File: src/rtl/pc_sequencer_pkg.sv
// Shared types and widths for the fetch-side PC sequencer.
package pc_sequencer_pkg;

  localparam int PB = 16;

  typedef enum logic [1:0] {
    BOOT  = 2'd0,
    RUN   = 2'd1,
    DRAIN = 2'd2,
    HALT  = 2'd3
  } pc_seq_state_t;

  // Sequential PC advance; wraps modulo 2^PB with no carry out.
  function automatic logic [PB-1:0] pc_advance(input logic [PB-1:0] pc,
                                               input logic [PB-1:0] step);
    return pc + step;
  endfunction

endpackage

File: src/rtl/pc_sequencer_pc_reg.sv
// Architectural PC register with load enable and asynchronous active-low reset.
module pc_sequencer_pc_reg
  import pc_sequencer_pkg::*;
#(
  parameter logic [PB-1:0] RESET_PC = '0
) (
  input  logic          clk,
  input  logic          rst,
  input  logic          load,
  input  logic [PB-1:0] d,
  output logic [PB-1:0] q
);

  always_ff @(posedge clk or negedge rst) begin
    if (!rst) begin
      q <= RESET_PC;
    end else if (load) begin
      q <= d;
    end
  end

endmodule

File: src/rtl/pc_sequencer.sv
// Fetch controller: owns the PC, issues imem requests, applies redirects
// (squashing the wrong-path fetch) and drains into a terminal halt.
module pc_sequencer
  import pc_sequencer_pkg::*;
#(
  parameter logic [PB-1:0] RESET_PC = '0,
  parameter logic [PB-1:0] PC_STEP  = 1
) (
  input  logic          clk,
  input  logic          rst,
  input  logic          stall_i,
  input  logic          redirect_i,
  input  logic [PB-1:0] target_i,
  input  logic          halt_i,
  input  logic          imem_ready_i,
  output logic          imem_req_o,
  output logic [PB-1:0] pc_o,
  output logic          ir_valid_o,
  output logic          flush_o,
  output logic          halted_o
);

  pc_seq_state_t state_reg, state_next;
  logic          out_reg, out_next;
  logic          pend_reg, pend_next;
  logic [PB-1:0] pend_tgt_reg, pend_tgt_next;
  logic          ir_valid_reg, ir_valid_next;
  logic          flush_reg, flush_next;
  logic          halted_reg, halted_next;
  logic          pc_load;
  logic [PB-1:0] pc_d;
  logic          active;
  logic          accept;

  pc_sequencer_pc_reg #(
    .RESET_PC(RESET_PC)
  ) u_pc_reg (
    .clk (clk),
    .rst (rst),
    .load(pc_load),
    .d   (pc_d),
    .q   (pc_o)
  );

  // A raised request is held through stalls until the memory takes it.
  assign active     = (state_reg == RUN) || (state_reg == DRAIN);
  assign imem_req_o = active && (!stall_i || out_reg);
  assign accept     = imem_req_o && imem_ready_i;

  always_comb begin
    state_next    = state_reg;
    out_next      = 1'b0;
    pend_next     = pend_reg;
    pend_tgt_next = pend_tgt_reg;
    ir_valid_next = 1'b0;
    flush_next    = 1'b0;
    pc_load       = 1'b0;
    pc_d          = pc_o;

    case (state_reg)
      BOOT: begin
        state_next = RUN;
      end
      RUN, DRAIN: begin
        if (accept) begin
          pc_load   = 1'b1;
          pend_next = 1'b0;
          if (pend_reg) begin
            pc_d = pend_tgt_reg;
          end else if (redirect_i) begin
            pc_d = target_i;
          end else begin
            pc_d = pc_advance(pc_o, PC_STEP);
          end
          ir_valid_next = !pend_reg && !redirect_i;
          flush_next    = pend_reg || redirect_i;
        end else if (imem_req_o) begin
          // Request waits on memory; a redirect now is remembered and
          // applied when this (wrong-path) fetch finally completes.
          out_next = 1'b1;
          if (redirect_i) begin
            pend_next     = 1'b1;
            pend_tgt_next = target_i;
          end
        end else if (redirect_i) begin
          pc_load    = 1'b1;
          pc_d       = target_i;
          flush_next = 1'b1;
        end

        if (state_reg == RUN && halt_i) begin
          state_next = (imem_req_o && !imem_ready_i) ? DRAIN : HALT;
        end else if (state_reg == DRAIN && accept) begin
          state_next = HALT;
        end
      end
      default: begin
        pend_next = 1'b0;
      end
    endcase

    halted_next = (state_next == HALT);
  end

  always_ff @(posedge clk or negedge rst) begin
    if (!rst) begin
      state_reg    <= BOOT;
      out_reg      <= 1'b0;
      pend_reg     <= 1'b0;
      pend_tgt_reg <= '0;
      ir_valid_reg <= 1'b0;
      flush_reg    <= 1'b0;
      halted_reg   <= 1'b0;
    end else begin
      state_reg    <= state_next;
      out_reg      <= out_next;
      pend_reg     <= pend_next;
      pend_tgt_reg <= pend_tgt_next;
      ir_valid_reg <= ir_valid_next;
      flush_reg    <= flush_next;
      halted_reg   <= halted_next;
    end
  end

  assign ir_valid_o = ir_valid_reg;
  assign flush_o    = flush_reg;
  assign halted_o   = halted_reg;

endmodule

File: config.mk
export PLATFORM = sky130hd
export DESIGN_NAME = pc_sequencer
export DESIGN_NICKNAME = d
export VERILOG_FILES = /design/src/rtl/pc_sequencer_pkg.sv /design/src/rtl/pc_sequencer_pc_reg.sv /design/src/rtl/pc_sequencer.sv
export SDC_FILE = /design/constraint.sdc
export NUM_CORES = 1
export LEC_CHECK = 0
export ABC_AREA = 1
export CAP_MARGIN = 5
export CELL_PAD_IN_SITES_DETAIL_PLACEMENT = 0
export CELL_PAD_IN_SITES_GLOBAL_PLACEMENT = 2
export CORE_MARGIN = 2
export CORE_UTILIZATION = 31
export CTS_CLUSTER_DIAMETER = 80
export DETAILED_ROUTE_END_ITERATION = 7
export HOLD_SLACK_MARGIN = 0.03
export MAX_ROUTING_LAYER = met4
export PLACE_DENSITY = 0.8
export SETUP_SLACK_MARGIN = 0.2
export SLEW_MARGIN = 20
export SYNTH_ARGS = -nofsm -noshare
export SYNTH_HDL_FRONTEND = slang
export SYNTH_SLANG_ARGS = --single-unit
File: constraint.sdc
create_clock -name clk -period 3.3 [get_ports clk]
set_input_delay 0.66 -clock clk [delete_from_list [all_inputs] [get_ports clk]]
set_output_delay 0.66 -clock clk [all_outputs]
set_load 0.05 [all_outputs]
==> metrics.cfg, run 1 <==
[status]
outcome=finished, final reports clean

[detailed_routing]
wl_met1_mm=3.55
vias=2245
wl_met3_um=318
drt-initial-drc-count=157
antenna_left=0
via_per_inst=4.64
drcViolationCount=0
routedWlPerCell_um=14.1
highest_layer=met4
wl_met2_mm=2.90
drtPass1Iterations=4
routed_wl_mm=6.82

[clocking]
ctsHoldBuffers=0
cts-root-buf=clkbuf_8
post_cts_resized=0
tritoncts=built
cts_num_sinks=39
htree_levels=2
cts_buffers=5
clk_path_buf_depth=2
post_cts_buffers=0
clk_pin_slew_ns=0.08
worstSkewPairLatency_ns=0.30

[worst_setup_path]
worstSetupPathType=in2out
cp.required_ns=2.64
cp-start-kind=input port
worstPathArrival_ns=2.14
path_max_fanout=3
endpoint_kind=primary output

[final_layout]
areaGrowthSynthToFinish_pct=25.5
fin_area_sq_um=3020
finish.utilization_pct=39.7
layout_commonest_cell=nand2_1
ff_latch_area_sq_um=976
multiInputGateArea_sq_um=1180
n_fill_cell=815
drive_above_1_share_pct=6.28
antenna_cells=0
most-common-layout-cells=nand2_1, inv_1, o21ai_0, clkdlybuf4s50_1, dfrtp_1
nets=408

[sta]
fmax_mhz=357
fin_tns_setup_ns=0
fin_crit_sh_pct=84.8
finClkSkew_ns=0.00985
relSlewSlack_pct=37.1
hold_violations=0
fin_crit_ns=2.80
final_max_slew_viol_count=0
rsz0062_at_grt=false
finalSetupViolations=0
worstMarginPinSlew_ns=0.943

[global_route]
grt_max_degree=40
grt_pass1_wl_mm=11.5
grt_pass1_vias=2216
grt_usage_pct=18.0
antenna_found_initial=0
grt.overflow.total=0

[floorplan]
dieArea_sq_um=8490
die_y_um=92.1
rows=32
die_w_um=92.1
start_util_pct=31.6
num_io_pins=42
coreArea_sq_um=7610

[pwr]
irDropWorstVdd_mv=0.420
design_power_total_mw=3.08
powerDensity_nw_per_um2=1020
leakage_nw=1.48

[yosys]
synth_fp_nets=370
avgSynthCellArea_sq_um=7.02
synth_area_leaders=dfrtp_1, nand2_1, o21ai_0, inv_1, a21oi_1
synth_area_sq_um=2410
yosys_warnings=0
yosysSeqAreaShare_pct=40.5
ys_ff_latch=39
synth.distinct_cells=32
synth_top_cell_area_share_pct=40.5
yosysTopAreaCell=dfrtp_1
synthesis.instances=343

[worst_hold_path]
hp-class=reg2reg

[placement]
place_congestion=0.777
io_buffers=41
postPlaceCellArea_sq_um=2890
hpwl_mm=4.85

[job]
maxCapViolations=0

## where the power goes
| part | switching (mW) | internal [mW] | total [mW] | leakage [nW] |
|---|---|---|---|---|
| Sequential | 0.258 | 0.705 | 0.963 | 0.480 |
| Clock | 0.185 | 0.303 | 0.487 | 0.0654 |
| Combinational | 1.08 | 0.550 | 1.63 | 0.936 |
| Total | 1.53 | 1.56 | 3.08 | 1.48 |
## critical path, cell delays in order
cell and delay, ns:
clkdlybuf4s50_1 0.39, nand2_1 0.10, nand2_2 0.10, inv_4 0.09
clkdlybuf4s50_1 0.80
## final timing paths
| kind | start | end | slack, ns | depth (start not counted) |
|---|---|---|---|---|
| min in group asynchronous | rst | out_reg$_DFF_PN0_ | 0.50 | 1 |
| setup / recovery | stall_i | imem_req_o | 0.50 | 5 |
| hold / removal | pend_tgt_reg[4]$_DFFE_PN0P_ | pend_tgt_reg[4]$_DFFE_PN0P_ | 0.49 | 2 |
| max in group asynchronous | rst | u_pc_reg.q[4]$_DFFE_PN0P_ | 2.21 | 1 |
| setup reg to reg | state_reg[0]$_DFF_PN0_ | u_pc_reg.q[2]$_DFFE_PN0P_ | 1.15 | 10 |
| hold reg to reg | pend_tgt_reg[4]$_DFFE_PN0P_ | pend_tgt_reg[4]$_DFFE_PN0P_ | 0.49 | 2 |
## cells by family after synthesis
kind of cell    after synthesis  share of synthesized area [%]
xor+xnor                      1                          0.364
mux                           2                           1.25
simple gates                159                           27.9
fa+ha+maj                     5                           2.60
compound gates               77                           17.1
buf+inv                      60                           10.3
flops                        39                           40.5
## metal layers
metal,vias to the layer above,GRT usage [%]
met4,0,4.48
met1,1009,26.9
li1,1172,-
met2,59,25.7
met5,-,-
met3,5,2.47
## Yosys cell counts (all sizes together)
library cell,n
o221ai,3
o22ai,1
a211oi,2
o21ai,49
nand4,2
nand2,113
o211ai,2
nand3,20
a32oi,1
buf,7
ha,5
nor3b,1
a21oi,19
clkbuf,4
xor2,1
nor2,23
inv,47
clkinv,2
dfrtp,39
mux2,2
## stage by stage
step           setup slack [ns]  hold WS (ns)  instances
2_1_floorplan              1.55         0.364        343
3_3_place_gp              0.495         0.467        476
3_5_place_dp              0.493         0.475        476
4_1_cts                   0.477         0.495        484
5_1_grt                   0.408         0.520        484
6_report                  0.501         0.490        484
## layout make-up
type / instances / share of cell area (%)
Clock inverter: 2 / 1.99
Clock buffer: 6 / 2.40
Tap cell: 102 / 4.23
Inverter: 49 / 6.21
Sequential cell: 39 / 32.3
Multi-Input combinational cell: 244 / 39.2
Timing Repair Buffer: 42 / 13.7
(Power assumes the default switching activity.)
==> run 2: changes to the inputs <==
- CORE_UTILIZATION: 31 -> 29
- PLACE_DENSITY: 0.8 -> 0.75
- clock period: 3.3 -> 2.8 ns (I/O delays scaled with it)
==> run 2 against run 1 <==
Sequential power up 13%. Clock power down 10%. Combinational power grew 21%. Setup slack better by 0.050 ns. Critical path depth is 4 lower. Hold slack got worse by 0.088 ns. Clock skew down 0.0017 ns. Via count down 0.13%. Non-clock buffer count rose by 2. Largest cell class unchanged.
==> metrics.cfg, run 2 (synthesis results as in run 1) <==
[final_layout]
n_fill_cell=881  ; was 815
antenna_cells=0  ; unchanged
finalNonFillerCells=489  ; was 484
drive_above_1_share_pct=7.29  ; was 6.28%
areaGrowthSynthToFinish_pct=24.9  ; was 25.5%
finish.utilization_pct=37.0  ; was 39.7%
most-common-layout-cells=nand2_1, inv_1, o21ai_0, dfrtp_1, clkdlybuf4s50_1  ; was nand2_1, inv_1, o21ai_0, clkdlybuf4s50_1, dfrtp_1
nets=410  ; was 408
layout_commonest_cell=nand2_1  ; unchanged

[clocking]
clk_pin_slew_ns=0.09  ; was 0.08 ns
tritoncts=built  ; unchanged
clk_path_buf_depth=2  ; unchanged
worstSkewPairLatency_ns=0.29  ; was 0.30 ns
post_cts_resized=0  ; unchanged
cts_num_sinks=39  ; unchanged
cts-root-buf=clkbuf_8  ; unchanged
cts_buffers=5  ; unchanged
htree_levels=2  ; unchanged
ctsHoldBuffers=0  ; unchanged
post_cts_buffers=0  ; unchanged

[sta]
fin_tns_setup_ns=0  ; unchanged
fin_crit_ns=2.25
hold_violations=0  ; unchanged
rsz0062_at_grt=false  ; unchanged
worstMarginPinSlew_ns=0.941  ; was 0.943 ns
fin_crit_sh_pct=80.3
finClkSkew_ns=0.00818  ; was 0.00985 ns
relSlewSlack_pct=37.3  ; was 37.1%
setup_ws_ns=0.552  ; was 0.501 ns
finalSetupViolations=0  ; unchanged
final_max_slew_viol_count=0  ; unchanged
fmax_mhz=445

[global_route]
grt_max_degree=40  ; unchanged
grt.overflow.total=0  ; unchanged
grt_usage_pct=17.0  ; was 18.0%
grt_pass1_vias=2146  ; was 2216
antenna_found_initial=0  ; unchanged
grt_pass1_wl_mm=11.4  ; was 11.5 mm

[worst_setup_path]
path_max_fanout=8  ; was 3
cpPeakStageDelay_ns=0.87  ; was 0.80 ns
path_cells=clkdlybuf4s50_1  ; was clkdlybuf4s50_1, nand2_1, nand2_2, inv_4, clkdlybuf4s50_1
cp.required_ns=2.24  ; was 2.64 ns
critPathBufInv=1  ; was 3
worstPathArrival_ns=1.69  ; was 2.14 ns
path_delay_family=buffers and inverters  ; unchanged
cp-start-kind=flop  ; was input port
endpoint_kind=primary output  ; unchanged
worstSetupPathType=reg2out  ; was in2out
slowest_stage=clkdlybuf4s50_1  ; unchanged

[floorplan]
num_io_pins=42  ; unchanged
coreArea_sq_um=8130  ; was 7610 sq um
rows=33  ; was 32
die_y_um=95.1  ; was 92.1 um
dieArea_sq_um=9050  ; was 8490 sq um
start_util_pct=29.6  ; was 31.6%
die_w_um=95.1  ; was 92.1 um

[placement]
place_ws_ns=0.492  ; was 0.493 ns
place_congestion=0.807  ; was 0.777
hpwl_mm=4.99  ; was 4.85 mm
place_inst=481  ; was 476
io_buffers=41  ; unchanged

[detailed_routing]
drcViolationCount=0  ; unchanged
antenna_left=0  ; unchanged
drt-initial-drc-count=140  ; was 157
vias=2242  ; was 2245
via_per_inst=4.58  ; was 4.64
routedWlPerCell_um=13.6  ; was 14.1 um
routed_wl_mm=6.65  ; was 6.82 mm
drtPass1Iterations=5  ; was 4

[pwr]
irDropWorstVdd_mv=0.380  ; was 0.420 mV
powerDensity_nw_per_um2=1160  ; was 1020 nW/um^2
leakage_nw=1.48  ; about the same

[status]
outcome=finished, final reports clean  ; unchanged

[job]
maxCapViolations=0  ; unchanged

[worst_hold_path]
hp-class=in2async  ; was reg2reg

[run 2: cell count changes in the layout (fill, tap and decap cells not counted), sizes merged]
| cell | delta |
|---|---|
| buf | +3 |
| bufinv | -2 |
| clkbuf | +1 |
| clkdlybuf4s50 | -1 |
| clkinvlp | +1 |
[run 2: power by group]
group          leakage, nW  switching [mW]  internal (mW)
clock               0.0505           0.214          0.225
sequential           0.480           0.257          0.831
combinational        0.946            1.31          0.654
total                 1.48            1.78           1.71
[run 2: final cells by class]
cell class              count  area [sq um]  area share [%]
flip-flops and latches     39           976            32.4
clock inverters             1          7.51           0.250
repair buffers             44           425            14.1
multi-input cells         244          1180            39.4
well taps                 105           131            4.37
inverters                  49           188            6.24
clock buffers               7          96.3            3.20
[run 2: metrics by stage]
step                      hold slack, ns  cell area (sq um)  power [mW]
after floorplan                    0.264               2410        2.47
after global placement             0.466               2900        3.08
after detailed placement           0.475               2900        3.08
after CTS                          0.432               3010        3.54
after global routing               0.463               3010        3.82
final                              0.402               3010        3.49
[run 2: final timing paths]
| path | startpoint | end | slack (ns) | depth (start not counted) |
|---|---|---|---|---|
| max in group asynchronous | rst | pend_tgt_reg[15]$_DFFE_PN0P_ | 1.80 | 1 |
| min in group clk | pend_tgt_reg[8]$_DFFE_PN0P_ | pend_tgt_reg[8]$_DFFE_PN0P_ | 0.49 | 2 |
| max | u_pc_reg.q[8]$_DFFE_PN0P_ | pc_o[8] | 0.55 | 1 |
| min | rst | pend_tgt_reg[2]$_DFFE_PN0P_ | 0.40 | 1 |
| min reg2reg | pend_tgt_reg[8]$_DFFE_PN0P_ | pend_tgt_reg[8]$_DFFE_PN0P_ | 0.49 | 2 |
| max reg2reg | state_reg[0]$_DFF_PN0_ | u_pc_reg.q[3]$_DFFE_PN0P_ | 0.72 | 10 |
[run 2: routing by layer]
| layer | up-vias | GRT usage, % | share of wire, % |
|---|---|---|---|
| li1 | 1176 | - | - |
| met1 | 1014 | 25.6 | 54 |
| met2 | 48 | 23.2 | 41 |
| met3 | 4 | 2.92 | 3.9 |
| met4 | 0 | 4.71 | 0.84 |
| met5 | - | - | 0 |
